`config.mk`:
```
export PLATFORM = sky130hd
export DESIGN_NAME = life_step_ctrl_flat
export DESIGN_NICKNAME = d
export VERILOG_FILES = /design/src/rtl/life_step_ctrl_if.sv /design/src/rtl/life_step_ctrl.sv /design/src/flat_wrapper.sv
export SDC_FILE = /design/constraint.sdc
export NUM_CORES = 1
export LEC_CHECK = 0
export CORE_MARGIN = 2
export CORE_UTILIZATION = 23
export CTS_CLUSTER_SIZE = 28
export DETAILED_ROUTE_END_ITERATION = 10
export DONT_BUFFER_PORTS = 1
export PLACE_DENSITY = 0.38
export SYNTH_ARGS = -nofsm -noshare
export SYNTH_HDL_FRONTEND = slang
export SYNTH_SLANG_ARGS = --single-unit
```
`constraint.sdc`:
```
create_clock -name clk -period 9.2 [get_ports clk]
set_input_delay 0 -clock clk [delete_from_list [all_inputs] [get_ports clk]]
set_output_delay 0 -clock clk [all_outputs]
set_load 0.01 [all_outputs]
```
`src/rtl/life_step_ctrl_if.sv`:
```
// Control, display, host-load and frame-buffer signals of the life step engine.
// The engine sits on the slave side; the host/display/frame-buffer side is the master.
interface life_step_ctrl_if;
    logic        start;
    logic        busy;
    logic        done;
    logic [15:0] gen_count;
    logic        disp_req;
    logic [6:0]  disp_addr;
    logic        host_wr_en;
    logic [6:0]  host_wr_addr;
    logic [0:31] host_wr_data;
    logic [6:0]  fb_rd_addr;
    logic [0:31] fb_rd_data;
    logic        fb_wr_en;
    logic [6:0]  fb_wr_addr;
    logic [0:31] fb_wr_data;

    modport master (
        output start, disp_req, disp_addr, host_wr_en, host_wr_addr, host_wr_data, fb_rd_data,
        input  busy, done, gen_count, fb_rd_addr, fb_wr_en, fb_wr_addr, fb_wr_data
    );
    modport slave (
        input  start, disp_req, disp_addr, host_wr_en, host_wr_addr, host_wr_data, fb_rd_data,
        output busy, done, gen_count, fb_rd_addr, fb_wr_en, fb_wr_addr, fb_wr_data
    );
endinterface

```
`src/rtl/life_step_ctrl.sv`:
```
// In-place Conway B3/S23 generation step over a 75x32 toroidal frame buffer,
// using a three-row window plus a saved copy of original row 0 for the wrap.
module life_cell (
    input  logic [2:0] up,   // [2]=left col, [1]=own col, [0]=right col
    input  logic [2:0] mid,
    input  logic [2:0] dn,
    output logic       nxt
);
    logic [7:0] nb;
    logic [3:0] n;

    assign nb = {up, mid[2], mid[0], dn};

    always_comb begin
        n = '0;
        for (int i = 0; i < 8; i++) n = n + {3'b000, nb[i]};
    end

    assign nxt = (n == 4'd3) || (mid[1] && (n == 4'd2));
endmodule

module life_step_ctrl (
    input logic             clk,
    input logic             rst_n,
    life_step_ctrl_if.slave bus
);
    localparam int         NUM_LANES = 32;
    localparam logic [6:0] LAST_ROW  = 7'd74;

    localparam logic [2:0] IDLE      = 3'd0;
    localparam logic [2:0] PRIME     = 3'd1;
    localparam logic [2:0] ROW_CALC  = 3'd2;
    localparam logic [2:0] ROW_FETCH = 3'd3;
    localparam logic [2:0] DONE      = 3'd4;

    logic [2:0]             state;
    logic [6:0]             row;
    logic [1:0]             prime_iss;
    logic [1:0]             prime_cap;
    logic                   rd_pend;
    logic [6:0]             rd_addr_q;
    logic [15:0]            gen_cnt;
    logic [0:NUM_LANES-1]   prev_row, cur_row, next_row, wrap_row, calc_row;

    logic                   eng_rd, grant, eng_wr, host_wr;
    logic [6:0]             eng_addr;

    // In ROW_CALC the window centre is row r, so the fetch for r+2 is issued
    // alongside the write; ROW_FETCH only re-issues it when the display won.
    always_comb begin
        eng_rd   = 1'b0;
        eng_addr = '0;
        case (state)
            PRIME: begin
                eng_rd   = (prime_iss != 2'd3);
                eng_addr = (prime_iss == 2'd0) ? LAST_ROW :
                           (prime_iss == 2'd1) ? 7'd0 : 7'd1;
            end
            ROW_CALC: begin
                eng_rd   = (row < LAST_ROW - 7'd1);
                eng_addr = row + 7'd2;
            end
            ROW_FETCH: begin
                eng_rd   = !rd_pend;
                eng_addr = row + 7'd1;
            end
            default: ;
        endcase
    end

    assign grant   = eng_rd && !bus.disp_req;
    assign eng_wr  = (state == ROW_CALC);
    assign host_wr = (state == IDLE) && bus.host_wr_en;

    assign bus.fb_rd_addr = !rst_n       ? 7'd0          :
                            bus.disp_req ? bus.disp_addr :
                            grant        ? eng_addr      : rd_addr_q;

    assign bus.fb_wr_en   = rst_n && (eng_wr || host_wr);
    assign bus.fb_wr_addr = !rst_n ? 7'd0 : eng_wr ? row      : host_wr ? bus.host_wr_addr : 7'd0;
    assign bus.fb_wr_data = !rst_n ? '0   : eng_wr ? calc_row : host_wr ? bus.host_wr_data : '0;

    assign bus.busy      = (state != IDLE);
    assign bus.done      = (state == DONE);
    assign bus.gen_count = gen_cnt;

    for (genvar c = 0; c < NUM_LANES; c++) begin : g_lane
        localparam int L = (c + NUM_LANES - 1) % NUM_LANES;
        localparam int R = (c + 1) % NUM_LANES;
        life_cell u_cell (
            .up  ({prev_row[L], prev_row[c], prev_row[R]}),
            .mid ({cur_row[L],  cur_row[c],  cur_row[R]}),
            .dn  ({next_row[L], next_row[c], next_row[R]}),
            .nxt (calc_row[c])
        );
    end

    always_ff @(posedge clk or negedge rst_n) begin
        if (!rst_n) begin
            state     <= IDLE;
            row       <= '0;
            prime_iss <= '0;
            prime_cap <= '0;
            rd_pend   <= 1'b0;
            rd_addr_q <= '0;
            gen_cnt   <= '0;
            prev_row  <= '0;
            cur_row   <= '0;
            next_row  <= '0;
            wrap_row  <= '0;
        end else begin
            rd_addr_q <= bus.fb_rd_addr;
            rd_pend   <= grant;
            case (state)
                IDLE: if (bus.start) begin
                    state     <= PRIME;
                    row       <= '0;
                    prime_iss <= '0;
                    prime_cap <= '0;
                end
                PRIME: begin
                    if (grant) prime_iss <= prime_iss + 2'd1;
                    if (rd_pend) begin
                        prime_cap <= prime_cap + 2'd1;
                        case (prime_cap)
                            2'd0: prev_row <= bus.fb_rd_data;
                            2'd1: begin
                                cur_row  <= bus.fb_rd_data;
                                wrap_row <= bus.fb_rd_data;
                            end
                            default: begin
                                next_row <= bus.fb_rd_data;
                                state    <= ROW_CALC;
                            end
                        endcase
                    end
                end
                ROW_CALC: begin
                    prev_row <= cur_row;
                    cur_row  <= next_row;
                    if (row == LAST_ROW) begin
                        state   <= DONE;
                        gen_cnt <= gen_cnt + 16'd1;
                    end else begin
                        row <= row + 7'd1;
                        // Row 74's lower neighbour is original row 0, already overwritten in the buffer.
                        if (row == LAST_ROW - 7'd1) next_row <= wrap_row;
                        else                        state    <= ROW_FETCH;
                    end
                end
                ROW_FETCH: if (rd_pend) begin
                    next_row <= bus.fb_rd_data;
                    state    <= ROW_CALC;
                end
                DONE:    state <= IDLE;
                default: state <= IDLE;
            endcase
        end
    end
endmodule

```
`src/flat_wrapper.sv`:
```
// flat-port wrapper written by rule: the top's interface ports become plain ports
module life_step_ctrl_flat 
  (clk, rst_n, bus_start, bus_disp_req, bus_disp_addr, bus_host_wr_en, bus_host_wr_addr, bus_host_wr_data, bus_fb_rd_data, bus_busy, bus_done, bus_gen_count, bus_fb_rd_addr, bus_fb_wr_en, bus_fb_wr_addr, bus_fb_wr_data);
  life_step_ctrl_if bus_i ();
  input logic clk;
  input logic rst_n;
  input wire logic [$bits(bus_i.start)-1:0] bus_start;
  input wire logic [$bits(bus_i.disp_req)-1:0] bus_disp_req;
  input wire logic [$bits(bus_i.disp_addr)-1:0] bus_disp_addr;
  input wire logic [$bits(bus_i.host_wr_en)-1:0] bus_host_wr_en;
  input wire logic [$bits(bus_i.host_wr_addr)-1:0] bus_host_wr_addr;
  input wire logic [$bits(bus_i.host_wr_data)-1:0] bus_host_wr_data;
  input wire logic [$bits(bus_i.fb_rd_data)-1:0] bus_fb_rd_data;
  output wire logic [$bits(bus_i.busy)-1:0] bus_busy;
  output wire logic [$bits(bus_i.done)-1:0] bus_done;
  output wire logic [$bits(bus_i.gen_count)-1:0] bus_gen_count;
  output wire logic [$bits(bus_i.fb_rd_addr)-1:0] bus_fb_rd_addr;
  output wire logic [$bits(bus_i.fb_wr_en)-1:0] bus_fb_wr_en;
  output wire logic [$bits(bus_i.fb_wr_addr)-1:0] bus_fb_wr_addr;
  output wire logic [$bits(bus_i.fb_wr_data)-1:0] bus_fb_wr_data;
  assign bus_i.start = bus_start;
  assign bus_i.disp_req = bus_disp_req;
  assign bus_i.disp_addr = bus_disp_addr;
  assign bus_i.host_wr_en = bus_host_wr_en;
  assign bus_i.host_wr_addr = bus_host_wr_addr;
  assign bus_i.host_wr_data = bus_host_wr_data;
  assign bus_i.fb_rd_data = bus_fb_rd_data;
  assign bus_busy = bus_i.busy;
  assign bus_done = bus_i.done;
  assign bus_gen_count = bus_i.gen_count;
  assign bus_fb_rd_addr = bus_i.fb_rd_addr;
  assign bus_fb_wr_en = bus_i.fb_wr_en;
  assign bus_fb_wr_addr = bus_i.fb_wr_addr;
  assign bus_fb_wr_data = bus_i.fb_wr_data;
  life_step_ctrl u_core (.clk(clk), .rst_n(rst_n), .bus(bus_i));
endmodule
```
==> impl_metrics.ini <==
[floorplan]
num_rows = 88
floorplan.die_area_um2 = 60600
num_io_pins = 148
initial_utilization_pct = 23.4
die_width_um = 246
fp.coreArea_um2 = 57800
floorplan.die.height_um = 246

[job]
max_cap_viol_count = 0

[clocking]
tritoncts.num_buffers = 17
cts.sink_count = 166
clock_latency_ns = 0.49
cts-root-to-sink-buffers = 2
cts_tree = yes
cts-htree-levels = 4
clock_tree.root_cell = sky130_fd_sc_hd__clkbuf_16
worst_setup_hold_path_clk_slew_ns = 0.07

[finish]
flow.area_growth_from_synthesis_pct = 14.0
postLayoutCellArea_um2 = 15400
final_net_count = 1766
finish.cell_count_without_fillers = 2226
fill_cells = 6209
drive_above_1_share_pct = 3.63

[worst_setup_path]
worstSetupEndpointType = output pin
cp_max_fo = 4
worstPathArrival_ns = 3.94
crit_path_start_kind = register
type_of_the_setup_path_with_the_least_slack = register to output pin
ff2ff_setup_slack_ns = 5.86
timing.critical_path.required_ns = 9.20

[timing]
drv_slew = 0
rsz0062_at_grt = false
min_period_over_period_pct = 42.9
timing.max_slew.rel_slack_pct = 22.5
timing_hold_violations_final = 0
post-route-min-period_ns = 3.94
fmaxAchievable_mhz = 254
setup_tns_ns = 0
final.setup_skew_ns = 0.0142
holdWs_ns = 0.131
setup_viol = 0
pin_slew_with_the_least_headroom_to_its_limit_ns = 1.16

[routing]
detail_route.drc_violations = 0
drt-total-wl_mm = 37.4
route.antenna.remaining_nets = 0
post_dr_vias_cell = 4.42
detailroute.via_count = 9834
dr.pass1.iters = 4
dr.first_iter.drc_count = 448
avgRoutedWirePerCell_um = 16.8

[place]
place_inst = 2150
detailed_place.area_um2 = 14300
io_buffer_count = 0
post-dp-hpwl_mm = 25.8
gp_congestion = 0.729

[synth]
synth-seq-area-share_pct = 30.8
synth-edff-count = 0
post_synth.cell_area_avg_um2 = 9.39
synthTopCellsByArea = sky130_fd_sc_hd__dfrtp_1, sky130_fd_sc_hd__fa_1, sky130_fd_sc_hd__ha_1
synth.lib_cells_used.distinct = 52
synth_common_cells = sky130_fd_sc_hd__inv_1, sky130_fd_sc_hd__nand2_1, sky130_fd_sc_hd__dfrtp_1
synthesis.area_um2 = 13500
synth.top_cell.area_share_pct = 30.8
synth-async-reset-ratio_pct = 100
synth.largest_area_cell = sky130_fd_sc_hd__dfrtp_1
synth.most_common_cell = sky130_fd_sc_hd__inv_1
ys_dominant_reg_cell = sky130_fd_sc_hd__dfrtp_1
syn_nets = 1757
postSynthRegisterBits = 166
synth_cells = 1438
count_of_yosys_warnings_during_synthesis = 0

[global_route]
grt_pass1_wl_mm = 60.5
global_route.overflow_total = 0
overall_routing_resource_usage_pct = 13.1
grt_pass1_vias = 10484
grt_start_max_net_pins = 175
initial_antenna_violation_count = 3

[worst_hold_path]
timing.hold.worst.class = primary input to output pin

[run_status]
status = finished, final reports clean
[layer usage]
layer	global-route usage, %	share of wire, %	wire length (um)	vias up
li1	-	-	-	4781
met1	17.2	48	18000	4908
met2	21.8	48	17800	111
met3	2.15	2.6	958	30
met4	4.68	1.7	643	4
met5	0	0.037	14	-
[stage by stage]
step / setup slack (ns) / utilization (%)
final: 5.26 / 26.6
after global routing: 5.00 / 26.6
after CTS: 5.20 / 26.6
after detailed placement: 5.78 / 24.7
after global placement: 5.80 / 24.7
after floorplan: 6.08 / -
[final timing paths]
kind / start / endpoint / cells after the start
hold / removal: bus_host_wr_data[29] / bus_fb_wr_data[29] / 2
max in group asynchronous: rst_n / u_core.next_row[3] / 2
hold reg to reg: u_core.wrap_row[24] / u_core.wrap_row[24] / 2
setup reg to reg: u_core.state[1] / u_core.rd_addr_q[3] / 6
setup / recovery: u_core.next_row[31] / bus_fb_wr_data[1] / 10
min in group asynchronous: rst_n / u_core.rd_addr_q[5] / 2
[state kept, by name (all words and copies together) (netlist names)]
signal,flops
u_core.wrap_row,32
u_core.rd_pend,1
u_core.state,3
u_core.prev_row,32
u_core.bus.gen_count,16
u_core.row,7
u_core.prime_cap,2
u_core.cur_row,32
u_core.next_row,32
u_core.rd_addr_q,7
u_core.prime_iss,2
[timing repair]
| item | 4_1_cts | 5_1_grt |
|---|---|---|
| setup buffers | 0 | 0 |
| endpoints found under the hold margin | 306 | 0 |
| hold buffers | 43 | 0 |
| resized for setup | 0 | 0 |
[worst max-delay path, cell delays in order (launching register included)]
cell and delay [ns]:
sky130_fd_sc_hd__dfrtp_1 0.38, sky130_fd_sc_hd__inv_1 0.18, sky130_fd_sc_hd__fa_1 0.49, sky130_fd_sc_hd__fa_1 0.54, sky130_fd_sc_hd__fa_1 0.55, sky130_fd_sc_hd__inv_1 0.04
sky130_fd_sc_hd__ha_1 0.21, sky130_fd_sc_hd__fa_1 0.38, sky130_fd_sc_hd__o21ai_0 0.18, sky130_fd_sc_hd__o211ai_1 0.20, sky130_fd_sc_hd__a21oi_1 0.30
[kinds of logic (layout without fill, tap and decap cells)]
logic type      Yosys count  in the layout  share of synthesized area (%)
compound gates          287            287                           12.3
xor+xnor                 17             17                           1.10
fa+ha+maj               236            236                           29.0
buf+inv                 298            319                           8.42
flops                   166            166                           30.8
mux                      99             99                           7.36
other cells               0              2                              0
simple gates            335            335                           11.1
[cells in the final DEF (no fill, tap or decap), drive strengths merged, types with 4 or more instances in the layout]
master,count
nor2b,5
and3,4
ha,108
nand4,8
nor3b,5
xnor2,15
a31oi,37
dlygate4sd3,42
dfrtp,166
o211ai,36
mux2i,97
fa,128
nand2,198
inv,237
nand3,48
nor2,42
clkbuf,23
a21oi,78
o21ai,118
bufinv,5
nand2b,7
buf,9
[final cells by class]
type	count	area [um^2]	share of cell area [%]
inverters	237	890	5.78
diodes	2	5.00	0.0325
flip-flops and latches	166	4160	27.0
clock inverters	8	173	1.12
multi-input cells	974	8240	53.6
well taps	765	957	6.22
repair buffers	51	508	3.30
clock buffers	23	458	2.98
Power is left out: the tool's default activity adds up to more than one toggle a clock period on the data nets, which glitch-free logic cannot reach.
